--- config.mk ---
export PLATFORM = sky130hd
export DESIGN_NAME = uart_rx_cfg_flat
export DESIGN_NICKNAME = d
export VERILOG_FILES = /design/src/rtl/uart_rx_cfg_pkg.sv /design/src/rtl/uart_rx_cfg_if.sv /design/src/rtl/uart_rx_cfg_sampler.sv /design/src/rtl/uart_rx_cfg.sv /design/src/flat_wrapper.sv
export SDC_FILE = /design/constraint.sdc
export NUM_CORES = 1
export LEC_CHECK = 0
export ABC_AREA = 1
export CORE_ASPECT_RATIO = 1.5
export CORE_MARGIN = 2
export CORE_UTILIZATION = 45
export CTS_CLUSTER_DIAMETER = 40
export DETAILED_ROUTE_END_ITERATION = 10
export PLACE_DENSITY = 0.68
export SYNTH_ARGS = -nofsm -noshare
export SYNTH_HDL_FRONTEND = slang
export SYNTH_SLANG_ARGS = --single-unit
--- constraint.sdc ---
create_clock -name clk -period 1.6 [get_ports clk]
set_input_delay 0.24 -clock clk [delete_from_list [all_inputs] [get_ports clk]]
set_output_delay 0.24 -clock clk [all_outputs]
set_load 0.02 [all_outputs]
--- src/rtl/uart_rx_cfg_pkg.sv ---
// Shared definitions for the configurable UART receiver: parity encodings,
// FSM state codes and the legal data-width range.
package uart_pkg;

   typedef enum logic [1:0] {
      PAR_NONE = 2'b00,
      PAR_EVEN = 2'b01,
      PAR_ODD  = 2'b10
   } par_t;

   localparam logic [2:0] IDLE      = 3'd0;
   localparam logic [2:0] START     = 3'd1;
   localparam logic [2:0] DATA      = 3'd2;
   localparam logic [2:0] PARITY    = 3'd3;
   localparam logic [2:0] STOP1     = 3'd4;
   localparam logic [2:0] STOP2     = 3'd5;
   localparam logic [2:0] WAIT_HIGH = 3'd6;

   localparam int DATA_W_MIN = 5;
   localparam int DATA_W_MAX = 9;

endpackage

--- src/rtl/uart_rx_cfg_if.sv ---
// Receive-side holding-register handshake: the receiver (master) presents a
// word with status flags, the consumer (slave) accepts it with data_ready.
interface uart_rx_cfg_if #(parameter int DATA_W = 8);

   logic [DATA_W-1:0] data_out;
   logic              data_valid;
   logic              data_ready;
   logic              par_err;
   logic              fr_err;
   logic              brk_det;
   logic              ovr_err;

   modport master (
      output data_out, data_valid, par_err, fr_err, brk_det, ovr_err,
      input  data_ready
   );

   modport slave (
      input  data_out, data_valid, par_err, fr_err, brk_det, ovr_err,
      output data_ready
   );

endinterface

--- src/rtl/uart_rx_cfg_sampler.sv ---
// Line synchronizer and bit-decision filter. With UART_RX_MAJORITY_EN each
// decision is the 2-of-3 vote of the last three s_tick samples.
module uart_rx_sampler (
   input  logic clk,
   input  logic reset_n,
   input  logic i_rx,
   input  logic i_s_tick,
   output logic o_rxs,
   output logic o_bit_val
);

   logic [1:0] r_sync;

   // NOTE: sequential state uses non-blocking assignments so every flop samples
   // pre-edge values; blocking here would collapse the two sync stages into one.
   always_ff @(posedge clk or negedge reset_n) begin
      if (!reset_n) r_sync <= 2'b11;
      else          r_sync <= {r_sync[0], i_rx};
   end

   assign o_rxs = r_sync[1];

`ifdef UART_RX_MAJORITY_EN
   // r_hist[0]/[1] hold the samples from one and two ticks before the current one.
   logic [1:0] r_hist;

   always_ff @(posedge clk or negedge reset_n) begin
      if (!reset_n)      r_hist <= 2'b11;
      else if (i_s_tick) r_hist <= {r_hist[0], r_sync[1]};
   end

   assign o_bit_val = (r_hist[1] & r_hist[0]) | (r_hist[1] & r_sync[1]) |
                      (r_hist[0] & r_sync[1]);
`else
   logic w_unused_tick;
   assign w_unused_tick = i_s_tick;
   assign o_bit_val     = r_sync[1];
`endif

endmodule

--- src/rtl/uart_rx_cfg.sv ---
// Runtime-configurable UART receiver (5..9 data bits, none/even/odd parity,
// 1 or 2 stop bits) with a valid/ready holding register. Optional macro:
// UART_RX_MAJORITY_EN selects 3-sample majority bit decisions.
module uart_rx_cfg
   import uart_pkg::*;
#(
   parameter int DATA_W = 8,
   parameter int OVS    = 16
) (
   input  logic          clk,
   input  logic          reset_n,
   input  logic          rx,
   input  logic          s_tick,
   input  logic [1:0]    cfg_parity,
   input  logic          cfg_two_stop,
   uart_rx_cfg_if.master rx_if
);

   localparam int S_W = $clog2(OVS);
   localparam int N_W = $clog2(DATA_W);
   localparam logic [S_W-1:0] S_MID  = S_W'(OVS / 2 - 1);
   localparam logic [S_W-1:0] S_END  = S_W'(OVS - 1);
   localparam logic [N_W-1:0] N_LAST = N_W'(DATA_W - 1);

   logic              w_rxs;
   logic              w_bit;
   logic              w_done;
   logic              w_ferr;
   logic              w_brk;

   logic [2:0]        r_state;
   logic [S_W-1:0]    r_s;
   logic [N_W-1:0]    r_n;
   logic [DATA_W-1:0] r_shift;
   logic              r_acc;
   logic              r_pbit;
   logic              r_perr;
   logic              r_stop_err;
   par_t              r_par_sh;
   logic              r_two_sh;

   logic [DATA_W-1:0] r_data;
   logic              r_valid;
   logic              r_par_err;
   logic              r_fr_err;
   logic              r_brk;
   logic              r_ovr;

   uart_rx_sampler u_sampler (
      .clk       (clk),
      .reset_n   (reset_n),
      .i_rx      (rx),
      .i_s_tick  (s_tick),
      .o_rxs     (w_rxs),
      .o_bit_val (w_bit)
   );

   // Completion is the tick that samples the final stop bit.
   assign w_done = s_tick && (r_s == S_END) &&
                   (((r_state == STOP1) && !r_two_sh) || (r_state == STOP2));
   assign w_ferr = r_stop_err | ~w_bit;
   assign w_brk  = w_ferr && (r_shift == '0) && ((r_par_sh == PAR_NONE) || !r_pbit);

   always_ff @(posedge clk or negedge reset_n) begin
      if (!reset_n) begin
         r_state    <= IDLE;
         r_s        <= '0;
         r_n        <= '0;
         r_shift    <= '0;
         r_acc      <= 1'b0;
         r_pbit     <= 1'b0;
         r_perr     <= 1'b0;
         r_stop_err <= 1'b0;
         r_par_sh   <= PAR_NONE;
         r_two_sh   <= 1'b0;
      end else begin
         case (r_state)
            IDLE: begin
               if (!w_rxs) begin
                  r_par_sh <= (cfg_parity == 2'b11) ? PAR_NONE : par_t'(cfg_parity);
                  r_two_sh <= cfg_two_stop;
                  r_s      <= '0;
                  r_state  <= START;
               end
            end
            WAIT_HIGH: begin
               if (w_rxs) r_state <= IDLE;
            end
            START: begin
               if (s_tick) begin
                  if (r_s != S_MID) begin
                     r_s <= r_s + 1'b1;
                  end else if (!w_bit) begin
                     r_s        <= '0;
                     r_n        <= '0;
                     r_acc      <= 1'b0;
                     r_pbit     <= 1'b0;
                     r_perr     <= 1'b0;
                     r_stop_err <= 1'b0;
                     r_state    <= DATA;
                  end else begin
                     r_state <= IDLE;
                  end
               end
            end
            DATA, PARITY, STOP1, STOP2: begin
               if (s_tick) begin
                  if (r_s != S_END) begin
                     r_s <= r_s + 1'b1;
                  end else begin
                     r_s <= '0;
                     case (r_state)
                        DATA: begin
                           r_shift <= {w_bit, r_shift[DATA_W-1:1]};
                           r_acc   <= r_acc ^ w_bit;
                           if (r_n == N_LAST)
                              r_state <= (r_par_sh == PAR_NONE) ? STOP1 : PARITY;
                           else
                              r_n <= r_n + 1'b1;
                        end
                        PARITY: begin
                           r_pbit  <= w_bit;
                           r_perr  <= (r_par_sh == PAR_EVEN) ? (r_acc ^ w_bit) : ~(r_acc ^ w_bit);
                           r_state <= STOP1;
                        end
                        STOP1: begin
                           r_stop_err <= ~w_bit;
                           if (r_two_sh) r_state <= STOP2;
                           else          r_state <= w_bit ? IDLE : WAIT_HIGH;
                        end
                        default: begin
                           r_state <= w_bit ? IDLE : WAIT_HIGH;
                        end
                     endcase
                  end
               end
            end
            default: r_state <= IDLE;
         endcase
      end
   end

   // A full register with no same-cycle accept drops the new frame.
   always_ff @(posedge clk or negedge reset_n) begin
      if (!reset_n) begin
         r_data    <= '0;
         r_valid   <= 1'b0;
         r_par_err <= 1'b0;
         r_fr_err  <= 1'b0;
         r_brk     <= 1'b0;
         r_ovr     <= 1'b0;
      end else begin
         r_ovr <= 1'b0;
         if (w_done) begin
            if (!r_valid || rx_if.data_ready) begin
               r_data    <= r_shift;
               r_par_err <= r_perr;
               r_fr_err  <= w_ferr;
               r_brk     <= w_brk;
               r_valid   <= 1'b1;
            end else begin
               r_ovr <= 1'b1;
            end
         end else if (r_valid && rx_if.data_ready) begin
            r_valid <= 1'b0;
         end
      end
   end

   assign rx_if.data_out   = r_data;
   assign rx_if.data_valid = r_valid;
   assign rx_if.par_err    = r_par_err;
   assign rx_if.fr_err     = r_fr_err;
   assign rx_if.brk_det    = r_brk;
   assign rx_if.ovr_err    = r_ovr;

endmodule

--- src/flat_wrapper.sv ---
// flat-port wrapper written by rule: the top's interface ports become plain ports
module uart_rx_cfg_flat import uart_pkg::*;
#(
   parameter int DATA_W = 8,
   parameter int OVS    = 16
)
  (clk, reset_n, rx, s_tick, cfg_parity, cfg_two_stop, rx_if_data_out, rx_if_data_valid, rx_if_par_err, rx_if_fr_err, rx_if_brk_det, rx_if_ovr_err, rx_if_data_ready);
  uart_rx_cfg_if #(.DATA_W(DATA_W)) rx_if_i ();
  input  logic clk;
  input  logic reset_n;
  input  logic rx;
  input  logic s_tick;
  input  logic [1:0] cfg_parity;
  input  logic cfg_two_stop;
  output wire logic [$bits(rx_if_i.data_out)-1:0] rx_if_data_out;
  output wire logic [$bits(rx_if_i.data_valid)-1:0] rx_if_data_valid;
  output wire logic [$bits(rx_if_i.par_err)-1:0] rx_if_par_err;
  output wire logic [$bits(rx_if_i.fr_err)-1:0] rx_if_fr_err;
  output wire logic [$bits(rx_if_i.brk_det)-1:0] rx_if_brk_det;
  output wire logic [$bits(rx_if_i.ovr_err)-1:0] rx_if_ovr_err;
  input wire logic [$bits(rx_if_i.data_ready)-1:0] rx_if_data_ready;
  assign rx_if_data_out = rx_if_i.data_out;
  assign rx_if_data_valid = rx_if_i.data_valid;
  assign rx_if_par_err = rx_if_i.par_err;
  assign rx_if_fr_err = rx_if_i.fr_err;
  assign rx_if_brk_det = rx_if_i.brk_det;
  assign rx_if_ovr_err = rx_if_i.ovr_err;
  assign rx_if_i.data_ready = rx_if_data_ready;
  uart_rx_cfg #(.DATA_W(DATA_W), .OVS(OVS)) u_core (.clk(clk), .reset_n(reset_n), .rx(rx), .s_tick(s_tick), .cfg_parity(cfg_parity), .cfg_two_stop(cfg_two_stop), .rx_if(rx_if_i));
endmodule
==> results of run 1 <==
[where the power goes]
group          total [mW]  switching [mW]  internal [mW]
sequential           1.35           0.171           1.18
clock               0.900           0.349          0.550
combinational        1.80            1.04          0.758
[flip-flops by register name, indices dropped and copies added (netlist names)]
name	count
u_core.rx_if.ovr_err	1
u_core.r_shift	8
u_core.rx_if.data_valid	1
u_core.rx_if.par_err	1
u_core.r_pbit	1
u_core.r_par_sh	2
u_core.u_sampler.r_sync	2
u_core.r_acc	1
u_core.rx_if.fr_err	1
u_core.r_s	4
u_core.rx_if.data_out	8
u_core.rx_if.brk_det	1
u_core.r_two_sh	1
u_core.r_stop_err	1
u_core.r_perr	1
u_core.r_state	3
u_core.r_n	3
[cell usage after synthesis]
cell | instances | area, µm²
nand2_1 | 87 | 327
dfrtp_1 | 38 | 951
inv_1 | 29 | 109
nor2_1 | 24 | 90.1
o21ai_1 | 24 | 120
nand3_1 | 16 | 80.1
o21ai_0 | 7 | 35.0
nand4_1 | 5 | 31.3
buf_2 | 4 | 20.0
ha_1 | 4 | 50.1
inv_2 | 3 | 11.3
nand2_2 | 3 | 18.8
o211ai_1 | 3 | 22.5
a21oi_1 | 2 | 10.0
dfstp_2 | 2 | 52.6
nand3_2 | 2 | 20.0
nor3_1 | 2 | 10.0
a211oi_2 | 1 | 12.5
buf_4 | 1 | 7.51
clkbuf_1 | 1 | 3.75
mux2_2 | 1 | 11.3
nand3b_1 | 1 | 7.51
nor2_2 | 1 | 6.26
o41ai_1 | 1 | 8.76
or2_2 | 1 | 6.26
xor2_1 | 1 | 8.76
[per-stage QoR]
| stage | setup TNS [ns] | hold WS (ns) | setup slack [ns] |
|---|---|---|---|
| 6_report | 0 | 0.353 | 0.0936 |
| 5_1_grt | -0.0290 | 0.350 | -0.0269 |
| 4_1_cts | 0 | 0.348 | 0.0163 |
| 3_5_place_dp | -0.106 | 0.195 | -0.0363 |
| 3_3_place_gp | 0 | 0.189 | 0.00500 |
| 2_1_floorplan | 0 | -0.0556 | 0.0477 |
[layout make-up]
cell class | count | area (µm²)
timing repair buffer | 41 | 384
multi-input combinational | 186 | 950
clock buffer | 7 | 96.3
inverter | 32 | 123
tap | 46 | 57.6
clock inverter | 1 | 30.0
fill | 371 | 1640
sequential | 40 | 1000
[worst register-to-register path: cells and delay by family (launching register included)]
kind                       cells  cell delay (ns)
and+or+nand+nor                4             0.44
DFF                            1             0.42
adders and majority gates      1             0.31
AOI/OAI and AO/OA              2             0.14
buffers and inverters          1             0.08
[placed cells by master (no fill, tap or decap), types with 7 or more instances in the layout]
master / instances
o21ai_1: 24
inv_1: 27
nand2_1: 86
dfrtp_1: 38
buf_4: 17
clkdlybuf4s50_1: 19
o21ai_0: 7
clkbuf_8: 7
nand3_1: 15
nor2_1: 18
[layer usage]
| layer | vias to the layer above | global-route usage, % | wire length [µm] |
|---|---|---|---|
| li1 | 930 | - | - |
| met1 | 828 | 21.7 | 1770 |
| met2 | 40 | 34.5 | 2200 |
| met3 | 15 | 3.28 | 138 |
| met4 | 0 | 9.50 | 150 |
| met5 | - | 0 | 0 |
[cells by family (layout without fill, tap and decap cells)]
family / Yosys count / count (layout) / share of synthesized area (%)
adders and majority gates: 4 / 4 / 2.46
buffers and inverters: 38 / 81 / 7.46
and+or+nand+nor: 142 / 142 / 29.4
DFF: 40 / 40 / 49.4
AOI/OAI and AO/OA: 38 / 38 / 10.3
xor gates and xnor gates: 1 / 1 / 0.431
muxes: 1 / 1 / 0.554
[what timing repair did]
| action | 4_1_cts | 5_1_grt |
|---|---|---|
| pin swaps | 0 | 8 |
| hold endpoints to repair | 14 | 0 |
| setup buffers | 0 | 3 |
| endpoints found under the setup margin | 10 | 25 |
| hold buffers | 1 | 0 |
| gates resized for setup | 3 | 17 |
[worst min path at each step]
stage / end / slack, ns / cells after the start
floorplan: u_core.r_acc / -0.06 / 0
global placement: u_core.rx_if.data_out[6] / 0.19 / 1
detailed placement: u_core.rx_if.data_out[6] / 0.20 / 1
CTS: u_core.u_sampler.r_sync[0] / 0.35 / 1
global route: u_core.u_sampler.r_sync[0] / 0.35 / 1
finish: u_core.u_sampler.r_sync[0] / 0.35 / 1
==> results by group, run 1 <==
Outcome
  – Status: finished, violations left
  – Failing checks: design-rule violations

Job
  – Max-Cap Viols: 0

Global routing
  – Total grt overflow: 0
  – First-pass GRT wire length: around 7.7 mm
  – Number of global-route vias before repair: approximately 1800
  – Gr usage total: approximately a fifth
  – Largest net degree at the start of global routing: 25
  – Initial antenna violation count: 0

Power and ir drop
  – Leak: about 1.3 nW
  – Tot Pwr: between 4 and 5 mW
  – PD cells: approximately 1500 mW/mm²
  – IR drop worst, VDD: approximately 0.91 mV

Critical path
  – Worst reg2reg setup slack: approximately 0.10 ns
  – Crit Path Class: flip-flop to output pin
  – Worst r2r dst: u_core.r_perr
  – Crit-path cells: clkdlybuf4s50_1
  – Crit path DAT: 1.27 ns
  – CP required: ~1.4 ns
  – Slowest cell on the critical path: clkdlybuf4s50_1
  – Slowest stage delay, CP: about 0.62 ns
  – Cell count of the worst reg-to-reg path: 8
  – Critical-path maximum fanout: 2
  – Crit path max-delay family: buffers and inverters
  – RR Startpoint: u_core.r_state[2]
  – CP startpoint: u_core.rx_if.data_valid
  – CP endpoint kind: output pin
  – Critical path endpoint: rx_if_data_valid
  – Startpoint Class: flip-flop
  – Levels on crit path: 1
  – Buffers & Inverters on Critical Path: 1

Synth
  – Mean post-synth cell area: roughly 7.7 µm²
  – Mapped Cells: roughly 260
  – Sequential element share of the synthesized area: 49.4%
  – Syn Nets: between 200 and 300
  – Ys Warns: 0
  – Synthesized cell area: approximately 0.0020 mm²
  – Count of unique library cells instantiated by Yosys: 26
  – Synthesized flop and latch total: 40

CTS
  – Clock tree sinks: 40
  – Reg clk slew, reported paths: 0.08 ns
  – Clk root buf: clkbuf_8
  – Worst-Skew Late Latency: 0.29 ns
  – Clock H-tree levels: 2
  – CTS Buffer Depth: 2
  – CTS Buf Count: 5
  – CTS tree: built

Detailed routing
  – Final wirelength: 4.26 mm
  – Initial drt markers: 59
  – Post-route ant nets: 0
  – DRC: 1
  – Vias per inst: between 5 and 6
  – Routed vias: 1813
  – Drt first pass iters: 7
  – DR WL/cell: approximately 12 µm

Timing
  – RSZ-0062 raised after global routing: true
  – Final Hold Fails: 0
  – Worst slew margin: slightly above 70%
  – Tcrit/Tclk final: around 94%
  – Max-slew violations: 0
  – Worst Tran Pin Value: about 0.42 ns
  – Minimum clock period: between 1.5 and 2 ns
  – Setup-failing EPs final: 0
  – Clock skew: ~0.0025 ns
  – Fmax: ~660 MHz

Placed design
  – Routability-driven placement congestion ratio: roughly 0.9
  – DP HPWL: 3.19 mm
  – I/O Buffers: 20
  – Post-DP Area: 0.00240 mm²
  – # placed instances: approximately 340

Die
  – DIE AREA: between 0.005 and 0.006 mm²
  – Chip height: approximately 86 µm
  – Starting density of the core: between 40% and 50%
  – Core region area: around 0.0043 mm²
  – I/O pin count: 21
  – Rows: 29
  – Die Wd: 58.9 µm

Finish
  – Non-Filler Instances: 353
  – Nets: about 320
  – Final instance area: 0.00264 mm²
  – Syn-to-layout area delta: 30.2%
  – # diodes: 0
  – Layout cells sized above 1: a little under a fifth
  – Final core occ: 61.7%

Min path
  – Min-delay src: rx
  – Hold crit path type: primary input to flip-flop
Power figures use the tool's default switching activity.
==> inputs of run 2 (changes only) <==
- DONT_BUFFER_PORTS: not set -> 1
- PLACE_DENSITY: 0.68 -> not set
- clock period: 1.6 -> 1.8 ns (I/O delays scaled with it)
==> results by group, run 2 (same netlist as run 1, synthesis figures left out) <==
Detailed routing
  – Routed vias: ~1700
  – Post-route ant nets: 0
  – Vias per inst: 5.22
  – DRC: 0
  – Drt first pass iters: 4
  – Final wirelength: between 4 and 5 mm
  – DR WL/cell: 13.4 µm
  – Initial drt markers: 72

Placed design
  – Routability-driven placement congestion ratio: ~0.91
  – I/O Buffers: 0
  – DP HPWL: 3.14 mm
  – Post-DP Area: roughly 0.0021 mm²

Finish
  – Most frequent cells in the layout: nand2_1, dfrtp_1, inv_1
  – Final core occ: a little over half
  – Commonest non-fill, non-tap cell in the layout: nand2_1
  – Syn-to-layout area delta: 12.3%
  – Layout cells sized above 1: between 10% and 20%
  – # diodes: 0
  – Nets: ~290
  – Final instance area: 0.00228 mm²

Timing
  – Worst slew margin: 80.8%
  – Setup-failing EPs final: 0
  – Clock skew: 0.00617 ns
  – Worst Tran Pin Value: between 0.2 and 0.3 ns
  – Tcrit/Tclk final: roughly nine tenths
  – Final Hold Fails: 0
  – Fmax: between 600 and 700 MHz
  – Max-slew violations: 0
  – Minimum clock period: roughly 1.6 ns

Global routing
  – Gr usage total: a little under a fifth
  – Largest net degree at the start of global routing: about 40
  – Initial antenna violation count: 0
  – First-pass GRT wire length: 7.40 mm
  – Number of global-route vias before repair: between 1500 and 2000
  – Total grt overflow: 0

Power and ir drop
  – Comb power frac: 40.1%
  – Switching Share: around two fifths
  – Leak: about 1.1 nW
  – Sequential Power Share: 37.5%
  – Cell Int Power: 1.92 mW
  – IR drop worst, VDD: between 0.9 and 1 mV
  – PD cells: ~1400 mW/mm²
  – Psw: approximately 1.3 mW
  – Clk pwr share: between 20% and 30%

Critical path
  – Critical-path maximum fanout: 21
  – Startpoint Class: flip-flop
  – Crit path DAT: 1.87 ns
  – CP endpoint kind: flip-flop
  – Crit Path Class: flip-flop to flip-flop
  – CP required: 2.03 ns

CTS
  – CTS tree: built
  – CTS Buffer Depth: 2
  – Reg clk slew, reported paths: about 0.080 ns
  – Worst-Skew Late Latency: between 0.2 and 0.3 ns
  – Clock H-tree levels: 2
  – CTS Buf Count: 5
  – Clk root buf: clkbuf_8
  – Clock tree sinks: 40
  – Post-CTS setup buffer count: 0

Die
  – Rows: 29
  – I/O pin count: 21
  – Die Wd: just under 60 µm
  – Core region area: ~0.0043 mm²
  – DIE AREA: just over 0.005 mm²
  – Chip height: roughly 86 µm
  – Starting density of the core: about 47%

Min path
  – Hold crit path type: primary input to flip-flop

Outcome
  – Status: completed

Job
  – Max-Cap Viols: 0
==> run 2: power by group through the flow <==
stage / clock network (mW) / logic, mW / registers (mW)
3_3_place_gp: 0 / 1.25 / 1.21
6_report: 0.722 / 1.29 / 1.20
3_5_place_dp: 0 / 1.25 / 1.21
5_1_grt: 0.778 / 1.48 / 1.22
4_1_cts: 0.749 / 1.28 / 1.20
2_1_floorplan: 0 / 0.943 / 1.18
==> run 2: final cells by class <==
class,instances,area (µm²)
clock buffers,6,72.6
clock inverters,2,35.0
fillers,432,2000
inverters,32,120
multi-input cells,186,893
flip-flops and latches,40,1000
well taps,46,57.6
repair buffers,9,97.6
==> run 2: worst paths after layout <==
kind,depth (start not counted),end,slack (ns),start
max in group asynchronous,2,u_core.u_sampler.r_sync[1],1.07,reset_n
setup reg to reg,8,u_core.rx_if.brk_det,0.16,u_core.r_s[0]
hold / removal,1,u_core.r_par_sh[0],0.07,cfg_parity[1]
setup / recovery,8,u_core.rx_if.brk_det,0.16,u_core.r_s[0]
hold reg to reg,0,u_core.u_sampler.r_sync[1],0.36,u_core.u_sampler.r_sync[0]
min in group asynchronous,2,u_core.r_shift[2],0.47,reset_n
==> run 2: critical path, stage by stage (launching register included) <==
cell and delay, ns:
dfrtp_1 0.41, ha_1 0.26, nand3_2 0.13, nor2_2 0.23, nand3_1 0.17, buf_12 0.18
inv_1 0.07, nand3_1 0.06, nand2_1 0.06
==> run 2: through the flow <==
stage | TNS (ns) | instances | power, mW | worst slack [ns] | hold WS [ns]
finish | 0 | 321 | 3.22 | 0.161 | 0.0666
global route | -0.00823 | 321 | 3.48 | -0.00595 | 0.0573
CTS | 0 | 321 | 3.23 | 0.0928 | 0.0627
detailed placement | 0 | 310 | 2.46 | 0.102 | -0.0247
global placement | 0 | 310 | 2.46 | 0.146 | -0.0248
floorplan | 0 | 264 | 2.12 | 0.248 | -0.0256
==> run 2: metal layers <==
layer	up-vias	wire length, µm	share of wire [%]	track usage, %
li1	860	-	-	-
met1	777	1740	41	20.5
met2	30	2290	53	34.6
met3	9	154	3.6	4.18
met4	0	115	2.7	8.68
met5	-	0	0	0
==> run 2: timing repair <==
item | 4_1_cts | 5_1_grt
endpoints found under the hold margin | 41 | 0
gates resized for setup | 0 | 4
hold buffers | 3 | 0
endpoints found under the setup margin | 0 | 22
